--- src/rtl/alu_seq_pkg.sv ---
// Shared types and helpers for the ALU issue sequencer: FSM states and
// separator-word construction.
package alu_seq_pkg;

  typedef enum logic [1:0] {S_IDLE, S_SEP, S_EXEC} seq_state_t;

  localparam logic [3:0] OPC_LDI = 4'hF;

  // Load-immediate of n into the scratch register.
  function automatic logic [15:0] sep_word(input logic [3:0] scratch, input logic n);
    return {OPC_LDI, scratch, 7'b0, n};
  endfunction

  // Toggle away from a previous separator so the bus always changes; otherwise SEP0.
  function automatic logic [15:0] next_sep(input logic [15:0] last, input logic [3:0] scratch);
    logic [15:0] s0;
    s0 = sep_word(scratch, 1'b0);
    if (last[15:1] == s0[15:1]) return sep_word(scratch, ~last[0]);
    return s0;
  endfunction

endpackage

--- src/rtl/alu_sequencer_if.sv ---
// Valid/ready instruction channel from the producer into the sequencer.
interface alu_sequencer_if;
  logic        in_valid;
  logic        in_ready;
  logic [15:0] in_instr;

  modport master (output in_valid, output in_instr, input  in_ready);
  modport slave  (input  in_valid, input  in_instr, output in_ready);
endinterface

--- src/rtl/alu_seq_fifo.sv ---
// Synchronous FIFO; full/empty derived from pointers carrying one extra wrap bit.
module alu_seq_fifo #(
  parameter int WIDTH = 16,
  parameter int DEPTH = 4
) (
  input  logic             clk,
  input  logic             rst,
  input  logic             push_i,
  input  logic [WIDTH-1:0] wdata_i,
  input  logic             pop_i,
  output logic [WIDTH-1:0] rdata_o,
  output logic             full_o,
  output logic             empty_o
);
  localparam int AW = $clog2(DEPTH);

  logic [WIDTH-1:0] mem_q [DEPTH];
  logic [AW:0]      wr_q, rd_q;

  assign empty_o = (wr_q == rd_q);
  assign full_o  = (wr_q[AW] != rd_q[AW]) && (wr_q[AW-1:0] == rd_q[AW-1:0]);
  assign rdata_o = mem_q[rd_q[AW-1:0]];

  always_ff @(posedge clk) begin
    if (push_i && !full_o) mem_q[wr_q[AW-1:0]] <= wdata_i;
  end

  always_ff @(posedge clk) begin
    if (rst) begin
      wr_q <= '0;
      rd_q <= '0;
    end else begin
      if (push_i && !full_o) wr_q <= wr_q + (AW+1)'(1);
      if (pop_i && !empty_o) rd_q <= rd_q + (AW+1)'(1);
    end
  end
endmodule

--- src/rtl/alu_sequencer.sv ---
// Issue controller: buffers instructions and holds each on the ALU bus for a settle
// window, inserting a scratch-register separator whenever a word would repeat.
module alu_sequencer
  import alu_seq_pkg::*;
#(
  parameter int DEPTH         = 4,
  parameter int SETTLE_CYCLES = 2,
  parameter int SCRATCH_REG   = 15
) (
  input  logic            clk,
  input  logic            rst,
  alu_sequencer_if.slave  in_if,
  input  logic            halt,
  input  logic            step,
  output logic [15:0]     alu_instr,
  output logic            busy,
  output logic            retire,
  output logic [15:0]     retired_count,
  output logic [7:0]      sep_count
);
  localparam logic [3:0]  SCR      = 4'(SCRATCH_REG);
  localparam logic [15:0] SEP0     = sep_word(SCR, 1'b0);
  localparam int          CW       = (SETTLE_CYCLES > 1) ? $clog2(SETTLE_CYCLES) : 1;
  localparam logic [CW-1:0] CNT_INIT = CW'(SETTLE_CYCLES - 1);

  seq_state_t  state_q, state_d;
  logic [CW-1:0] cnt_q, cnt_d;
  logic [15:0] pend_q, pend_d, last_q, last_d, alu_q, alu_d, ret_q, ret_d;
  logic [7:0]  sep_q, sep_d;
  logic        push, pop, full, empty;
  logic [15:0] head;

  assign in_if.in_ready = !full;
  assign push           = in_if.in_valid && in_if.in_ready;

  alu_seq_fifo #(.WIDTH(16), .DEPTH(DEPTH)) u_fifo (
    .clk     (clk),
    .rst     (rst),
    .push_i  (push),
    .wdata_i (in_if.in_instr),
    .pop_i   (pop),
    .rdata_o (head),
    .full_o  (full),
    .empty_o (empty)
  );

  always_comb begin
    state_d = state_q;
    cnt_d   = cnt_q;
    pend_d  = pend_q;
    last_d  = last_q;
    alu_d   = alu_q;
    ret_d   = ret_q;
    sep_d   = sep_q;
    pop     = 1'b0;
    unique case (state_q)
      S_IDLE: begin
        if (!empty && (!halt || step)) begin
          pop    = 1'b1;
          pend_d = head;
          cnt_d  = CNT_INIT;
          if (head == last_q) begin
            state_d = S_SEP;
            alu_d   = next_sep(last_q, SCR);
          end else begin
            state_d = S_EXEC;
            alu_d   = head;
          end
        end
      end
      S_SEP: begin
        if (cnt_q == '0) begin
          if (sep_q != 8'hFF) sep_d = sep_q + 8'd1;
          last_d  = alu_q;
          alu_d   = pend_q;
          cnt_d   = CNT_INIT;
          state_d = S_EXEC;
        end else begin
          cnt_d = cnt_q - CW'(1);
        end
      end
      S_EXEC: begin
        if (cnt_q == '0) begin
          ret_d   = ret_q + 16'd1;
          last_d  = pend_q;
          state_d = S_IDLE;
        end else begin
          cnt_d = cnt_q - CW'(1);
        end
      end
      default: state_d = S_IDLE;
    endcase
  end

  always_ff @(posedge clk) begin
    if (rst) begin
      state_q <= S_IDLE;
      cnt_q   <= '0;
      pend_q  <= '0;
      last_q  <= SEP0;
      alu_q   <= SEP0;
      ret_q   <= '0;
      sep_q   <= '0;
    end else begin
      state_q <= state_d;
      cnt_q   <= cnt_d;
      pend_q  <= pend_d;
      last_q  <= last_d;
      alu_q   <= alu_d;
      ret_q   <= ret_d;
      sep_q   <= sep_d;
    end
  end

  assign alu_instr     = alu_q;
  assign busy          = (state_q != S_IDLE) || !empty;
  assign retire        = (state_q == S_EXEC) && (cnt_q == '0);
  assign retired_count = ret_q;
  assign sep_count     = sep_q;
endmodule

--- src/flat_wrapper.sv ---
// flat-port wrapper written by rule: the top's interface ports become plain ports
module alu_sequencer_flat import alu_seq_pkg::*;
#(
  parameter int DEPTH         = 4,
  parameter int SETTLE_CYCLES = 2,
  parameter int SCRATCH_REG   = 15
)
  (clk, rst, halt, step, alu_instr, busy, retire, retired_count, sep_count, in_if_in_valid, in_if_in_instr, in_if_in_ready);
  alu_sequencer_if in_if_i ();
  input  logic clk;
  input  logic rst;
  input  logic halt;
  input  logic step;
  output logic [15:0] alu_instr;
  output logic busy;
  output logic retire;
  output logic [15:0] retired_count;
  output logic [7:0] sep_count;
  input wire logic [$bits(in_if_i.in_valid)-1:0] in_if_in_valid;
  input wire logic [$bits(in_if_i.in_instr)-1:0] in_if_in_instr;
  output wire logic [$bits(in_if_i.in_ready)-1:0] in_if_in_ready;
  assign in_if_i.in_valid = in_if_in_valid;
  assign in_if_i.in_instr = in_if_in_instr;
  assign in_if_in_ready = in_if_i.in_ready;
  alu_sequencer #(.DEPTH(DEPTH), .SETTLE_CYCLES(SETTLE_CYCLES), .SCRATCH_REG(SCRATCH_REG)) u_core (.clk(clk), .rst(rst), .in_if(in_if_i), .halt(halt), .step(step), .alu_instr(alu_instr), .busy(busy), .retire(retire), .retired_count(retired_count), .sep_count(sep_count));
endmodule
--- config.mk ---
export PLATFORM = sky130hd
export DESIGN_NAME = alu_sequencer_flat
export DESIGN_NICKNAME = d
export VERILOG_FILES = /design/src/rtl/alu_seq_pkg.sv /design/src/rtl/alu_sequencer_if.sv /design/src/rtl/alu_seq_fifo.sv /design/src/rtl/alu_sequencer.sv /design/src/flat_wrapper.sv
export SDC_FILE = /design/constraint.sdc
export NUM_CORES = 1
export LEC_CHECK = 0
export ABC_CLOCK_PERIOD_IN_PS = 3800
export CORE_MARGIN = 3
export CORE_UTILIZATION = 40
export CTS_CLUSTER_DIAMETER = 30
export CTS_CLUSTER_SIZE = 20
export DETAILED_ROUTE_END_ITERATION = 8
export GPL_TIMING_DRIVEN = 0
export HOLD_SLACK_MARGIN = 0.12
export PLACE_DENSITY = 0.58
export REMOVE_ABC_BUFFERS = 1
export SLEW_MARGIN = 25
export SYNTH_ARGS = -nofsm -noshare
export SYNTH_HDL_FRONTEND = slang
export SYNTH_SLANG_ARGS = --single-unit
--- constraint.sdc ---
create_clock -name clk -period 3.8 [get_ports clk]
set_input_delay 0.38 -clock clk [delete_from_list [all_inputs] [get_ports clk]]
set_output_delay 0.38 -clock clk [all_outputs]
set_load 0.03 [all_outputs]
# Word level (Yosys, flattened, before mapping)
# Memories as Yosys holds them, arrays and structs flattened. A register that Yosys moved wholly into a read port is not among the register bits.
# Index checks and enable logic that the tools add are counted.
op_classes:
  muxes: 27
  reduce_logical: 23
  add_sub_neg: 5
  n_bitwise: 2
  n_eq_ne: 11
ops:
  columns: ["operator", "n"]
  rows:
  - ["16-bit two-way mux", 6]
  - ["16-bit one-hot mux with 2 select lines", 2]
  - ["16-bit by 1-bit adder with 16-bit output (second input constant)", 1]
  - ["16-bit == test", 1]
  - ["15-bit == test (second input constant)", 1]
  - ["2-bit two-way mux", 6]
  - ["3-bit AND reduction", 4]
  - ["1-bit two-way mux", 11]
  - ["8-bit by 1-bit adder with 8-bit output (second input constant)", 1]
  - ["8-bit inequality test (second input constant)", 1]
  - ["3-bit by 1-bit adder with 3-bit output (second input constant)", 2]
  - ["1-bit logical AND", 6]
  - ["2-bit one-hot mux with 3 select lines", 1]
  - ["2-bit AND reduction", 3]
  - ["2-bit nonzero test", 3]
  - ["2-bit inequality test (second input constant)", 2]
  - ["3-bit == test", 1]
  - ["1-bit zero test", 3]
  - ["1-bit one-hot mux with 3 select lines", 1]
  - ["3-bit nonzero test", 1]
  - ["2-bit by 1-bit == test with 1-bit output (second input constant)", 1]
  - ["2-bit == test", 1]
  - ["2-bit == test (second input constant)", 1]
  - ["2-bit zero test", 1]
  - ["other kinds (5)", 7]
word_totals:
  ramBits: 64
  mem_count: 1
  output_inout_bits: 43
  regBits: 81
  in_bits: 21
  elab_cells: 78
mem_list:
  columns: ["memory", "depth", "width", "read_ports", "rd_clocked_by_memory_dff", "wr", "line", "source"]
  rows:
  - ["u_core.u_fifo.mem_q", 4, 16, 1, 1, 1, "alu_seq_fifo.sv:17", "logic [WIDTH-1:0] mem_q [DEPTH];"]

# Longest topological paths before layout
# Gate-level depths: netlist of the first run.
logic_depth:
  ltp_word: 9
  depth_mapped: 10
  mapped_depth_nobuf: 7

# Modules after synthesis
# A second synthesis of the first run with hierarchy kept.
unflattened:
  cells_unflattened: 563
  hier_area_um2: 6418.7
by_module_without_submodules:
  columns: ["mod", "area_per_inst_um2", "cells_per_inst", "n_inst", "seq_area_each_um2"]
  rows:
  - ["alu_sequencer", 3533.4, 411, 1, 1501.4]
  - ["alu_seq_fifo", 2885.3, 152, 1, 2082.0]

# Worst setup path before layout of the first run
# OpenSTA, ideal clock, no wires.
synth_path:
  kind: "flip-flop to flip-flop"
  from: "register with a tool-made name"
  to: "register u_core.alu_q[0] (netlist: u_core.alu_instr[0])"
  arrival_time_ns: 2.133
  setup_ns: 0.120
  slack_ns: 1.547
  path_stages_with_launch: 9
  period_less_slack_ns: 2.253
  required_time_ns: 3.680
  n_path_buf: 2
  path_cell_list: "dfxtp_1 > buf_6 > buf_12 > mux4_2 > xnor2_1 > nand4_1 > nor4_4 > nor4_1 > a211o_1"
synth_lines:
  columns: ["element", "line", "source"]
  rows:
  - ["end signal: assignment", "alu_sequencer.sv:109", "alu_q <= alu_d;"]
  - ["end: declaration", "alu_sequencer.sv:28", "logic [15:0] pend_q, pend_d, last_q, last_d, alu_q, alu_d, ret_q, ret_d;"]

==> results of run 1 <==
cell type report:
cell class                      count  area, um2  share of cell area (%)
Sequential cell                   147       3590                    44.6
Multi-Input combinational cell    401       2850                    35.4
Timing Repair Buffer               67        698                    8.67
Clock buffer                       21        460                    5.72
Tap cell                          216        270                    3.36
Clock inverter                     11        158                    1.96
Inverter                            7       26.3                   0.326
sequential cells by signal, summed over array words and instances, names as in the netlist, named ones only:
register	flops
u_core.alu_instr	16
u_core.cnt_q	1
u_core.last_q	16
u_core.pend_q	16
u_core.retired_count	16
u_core.sep_count	8
u_core.state_q	2
u_core.u_fifo.mem_q	64
u_core.u_fifo.rd_q	3
u_core.u_fifo.wr_q	3
logic make-up (layout without fill, tap and decap cells):
| logic type | Yosys count | in the layout | synth area share (%) |
|---|---|---|---|
| and+or+nand+nor | 187 | 187 | 13.2 |
| DFF | 147 | 147 | 54.3 |
| AOI/OAI and AO/OA | 104 | 104 | 9.95 |
| muxes | 63 | 63 | 13.0 |
| buffers and inverters | 41 | 106 | 2.94 |
| xor gates and xnor gates | 40 | 40 | 5.31 |
| adders and majority gates | 7 | 7 | 1.33 |
critical path, delay by kind of cell (launching register included):
kind            cells  cell delay, ns
xor+xnor            1            0.20
simple gates        3            0.89
mux                 1            0.72
compound gates      1            0.07
buf+inv             2            0.49
flops               1            0.71
report_power, final:
group          internal (mW)  switching (mW)
logic                  0.800           0.952
clock network           1.13           0.626
registers               1.90           0.294
cell usage after synthesis, drive strengths merged:
master    n  area [um2]
dfxtp    83        1660
a32oi     1        8.76
nor2     91         342
and4      2        17.5
nand4    10        62.6
a31oi     1        6.26
o31ai     1        7.51
xnor2    28         245
a21o      1        7.51
buf      13        88.8
o221ai    8        70.1
nand2    34         128
xor2     12         105
a21boi    2        18.8
clkbuf   21        78.8
and2      2        12.5
nor3b     2        20.0
nor2b     1        6.26
mux2i    32         320
nand3    14        75.1
nor3      6        30.0
mux2     15         169
mux4     16         372
or3      11        68.8
ha        7        87.6
a21oi    50         254
nor4      3        33.8
nand2b    2        12.5
inv       7        26.3
or4       2        15.0
o221a     1        11.3
nand3b    2        15.0
and3      5        31.3
o21ai    13        65.1
o211ai    1        7.51
edfxtp   64        1920
a211oi   15         113
a211o     9        78.8
a2111oi   1        8.76
layer usage:
metal  vias up  track usage, %
li1       2259               -
met1      2234            21.5
met2       103            27.8
met3        15            3.76
met4         0            5.71
met5         -               0
per-stage QoR:
stage                     power, mW  TNS (ns)  utilization [%]  setup WS (ns)  cell area (um2)
after floorplan                3.36         0                -          0.460             6430
after global placement         3.90    -10.94             45.8         -0.733             7340
after detailed placement       3.98         0             46.4          0.550             7420
after CTS                      5.75         0             50.3          0.536             8040
after global routing           6.03         0             50.3          0.325             8050
final                          5.70         0             50.3          0.573             8050
worst paths after layout:
check                                            to  slack [ns]  cells past startpoint              from
worst max-delay path            u_core.alu_instr[6]        0.57                      8          register
worst min-delay path            u_core.sep_count[0]        0.40                      2               rst
worst max register to register  u_core.alu_instr[6]        0.57                      8          register
worst min register to register     u_core.pend_q[0]        0.47                      2  u_core.pend_q[0]
==> out/summary.txt, run 1 <==
status: complete, no violations
final net count: 669
maximum clock frequency: 310 MHz
Die Ht: 134 um
final worst path period need: 3.23 ns
Hold-fix buffers, CTS: 0
Synth cell types: 49
leakage power figure: 2.84 nW
DRC violations left: 0
CP max-delay cell: mux4_1
final estimated routing congestion in global placement: 0.804
via count of the first global-routing pass: 4617
final setup vio count: 0
Worst path max stage delay: 0.72 ns
mapped cell area: 0.00660 mm2
type of destination of the critical path: register
data arrival time at the worst-slack endpoint: 3.53 ns
CTS buffer count: 17
syn_area_per_cell: 11.2 um2
maximum number of pins on one net before global-route repair: 47
clock tree from TritonCTS: yes
Cell Count, Final, Fillers Out: 870
ratio of final minimum period to clock period: 84.9%
number of filler cells placed in the layout: 1429
number of H-tree levels: 4
number of detailed-routing iterations run before antenna repair: 4
worst hold slack across all endpoints: 0.397 ns
most common cell after layout, fill and taps aside: nor2_1
transition time at the pin with the least slew margin: 1.01 ns
Starting Density: 41.3%
aggregate global-route resource usage: 16.7%
DRT met1 WL: 6640 um
Synth Warn #: 0
Setup crit start kind: register
relative area change from synthesis to final layout: 21.9%
largest driver fanout on the critical path: 24
Max Clock Skew: 0.00988 ns
Syn Inst Count: 589
DIE AREA: 0.0181 mm2
cells along the critical path: buf_16 > mux4_1 > xnor2_1 > nand4_1 > nor4_4 > buf_6 > or3_1 > a211oi_1
wire length of the first global-routing pass: 23600 um
number of max-cap violations: 0
GRT overflow: 0
post-CTS setup-driven buffer insertion count: 0
Top Layer Used: met4
fraction of layout cells with a size suffix above 1: 11.9%
aggregate routed wire length: 14500 um
hold violation count in the final report: 0
post-detailed-route wirelength per cell: 16.7 um
worst skew pair latency: 0.42 ns
Worst Path Required: 4.10 ns
met2 wire length: 6960 um
CTS Buffer Depth: 2
via count: 4611
DPL Wire Length: 9570 um
initial antenna violation count: 0
overall die width: 134 um
Row Count: 46
Clk pin slew, worst setup/hold paths: 0.06 ns
Routed Antenna Nets: 0
number of placed cells counting well taps: 838
category of the most critical setup path: register to register
final-report max-slew violation count: 0
power per cell area: 707 mW/mm2
Relative slew margins: 32.7%
post-cts gate resize count: 0
Yosys reg bits: 147
IR Drop Worst-Case VDD: 0.000409 V
clock root cell: clkbuf_16
core area: 0.0160 mm2
number of buffers added on ports: 63
DR WL met3: 771 um
setup repair after global routing missed its margin: false
mean number of vias per cell: 5.30
Inserted Diodes: 0
Starting DRT DRC Count: 264
worst min path class: input pin to register
# IOs: 64
number of clock sinks: 147
sequential share of the synthesized area: 54.3%
commonest cells after routing, fill and taps aside: nor2_1, dfxtp_1, edfxtp_1
Note: power is estimated with default switching activity, not from simulation.
==> inputs of run 2 (changes only) <==
- ABC_CLOCK_PERIOD_IN_PS: 3800 -> 3300
- clock period: 3.8 -> 3.3 ns (I/O delays scaled with it)
==> out/summary.txt, run 2 (same netlist as run 1, synthesis figures left out) <==
launch instance of the worst min-delay path: rst
CTS Buffer Depth: 2
transition time at the pin with the least slew margin: 1.03 ns
post-detailed-route wirelength per cell: 16.8 um
final setup vio count: 0
Worst Path Required: 3.61 ns
data arrival time at the worst-slack endpoint: 3.43 ns
final estimated routing congestion in global placement: 0.804
Row Count: 46
Cell Count, Final, Fillers Out: 873
number of clock sinks: 147
CTS buffer count: 17
Starting Density: 41.3%
mean number of vias per cell: 5.32
final worst path period need: 3.12 ns
Setup crit start kind: register
category of the most critical setup path: register to register
aggregate global-route resource usage: 16.7%
via count of the first global-routing pass: 4617
largest driver fanout on the critical path: 24
clock root cell: clkbuf_16
number of flip-flops in the largest register: 64
maximum clock frequency: 321 MHz
final-report max-slew violation count: 0
CP max-delay cell: mux4_1
DPL Wire Length: 9570 um
number of max-cap violations: 0
IR Drop Worst-Case VDD: 0.000469 V
fraction of layout cells with a size suffix above 1: 12.3%
Routed Antenna Nets: 0
relative area change from synthesis to final layout: 22.3%
number of buffers added on ports: 63
final net count: 672
Starting DRT DRC Count: 287
post-cts gate resize count: 0
final non-filler cell area: 0.00807 mm2
post-route setup TNS: 0 ns
DRC violations left: 0
worst min path class: input pin to register
Worst path max stage delay: 0.72 ns
Die Ht: 134 um
number of detailed-routing iterations run before antenna repair: 4
Max Clock Skew: 0.0112 ns
# IOs: 64
aggregate routed wire length: 14600 um
status: complete, no violations
number of filler cells placed in the layout: 1429
maximum number of pins on one net before global-route repair: 47
power per cell area: 812 mW/mm2
cells along the critical path: buf_16 > mux4_1 > xnor2_1 > nand4_1 > nor4_4 > buf_4 > nor4_1 > a211o_1
wire length of the first global-routing pass: 23600 um
post-layout power: 6.56 mW
setup repair after global routing missed its margin: false
DIE AREA: 0.0181 mm2
ratio of final minimum period to clock period: 94.5%
cell family with most CP delay: multiplexers
GRT overflow: 0
core area: 0.0160 mm2
hold violation count in the final report: 0
overall die width: 134 um
most common cell after layout, fill and taps aside: nor2_1
number of placed cells counting well taps: 838
clock tree from TritonCTS: yes
Clk pin slew, worst setup/hold paths: 0.06 ns
Relative slew margins: 31.2%
worst hold slack across all endpoints: 0.349 ns
area of placed instances: 0.00742 mm2
worst skew pair latency: 0.42 ns
type of destination of the critical path: register
initial antenna violation count: 0
leakage power figure: 2.86 nW
Inserted Diodes: 0
commonest cells after routing, fill and taps aside: nor2_1, dfxtp_1, edfxtp_1
number of H-tree levels: 4
via count: 4648
total buffers and inverters traversed by the critical path: 2
[run 2: area by class of cell]
type	count	area, um2	share of cell area (%)
Tap cell	216	270	3.35
Inverter	7	26.3	0.325
Sequential cell	147	3590	44.4
Clock inverter	11	158	1.95
Timing Repair Buffer	70	721	8.93
Multi-Input combinational cell	401	2850	35.3
Clock buffer	21	460	5.70
[run 2: worst paths after layout]
path / endpoint / slack, ns / cells after the start
max reg2reg: u_core.alu_instr[0] / 0.18 / 8
min: u_core.sep_count[0] / 0.35 / 2
min reg2reg: u_core.pend_q[0] / 0.47 / 2
max: u_core.alu_instr[0] / 0.18 / 8
[run 2: metal layers]
layer	global-route usage, %	up-vias	wire length, um
met5	0	-	0
met4	5.71	0	170
met3	3.76	15	754
met2	27.8	102	7060
met1	21.5	2267	6660
li1	-	2264	-
[run 2: where the power goes]
group          internal [mW]  switching, mW  leakage [nW]  total [mW]
registers               2.19          0.337          1.27        2.52
clock network           1.30          0.716         0.306        2.01
logic                  0.921           1.10          1.29        2.02
[run 2: repair_timing]
| item | CTS | global route |
|---|---|---|
| setup endpoints to repair | 0 | 12 |
| buffers inserted | 0 | 3 |
| hold buffers | 0 | 0 |
[run 2: through the flow]
stage	setup WS [ns]	util, %
after floorplan	-0.0404	-
after global placement	-1.23	45.8
after detailed placement	0.0503	46.4
after CTS	0.0355	50.3
after global routing	0.00381	50.5
final	0.182	50.5
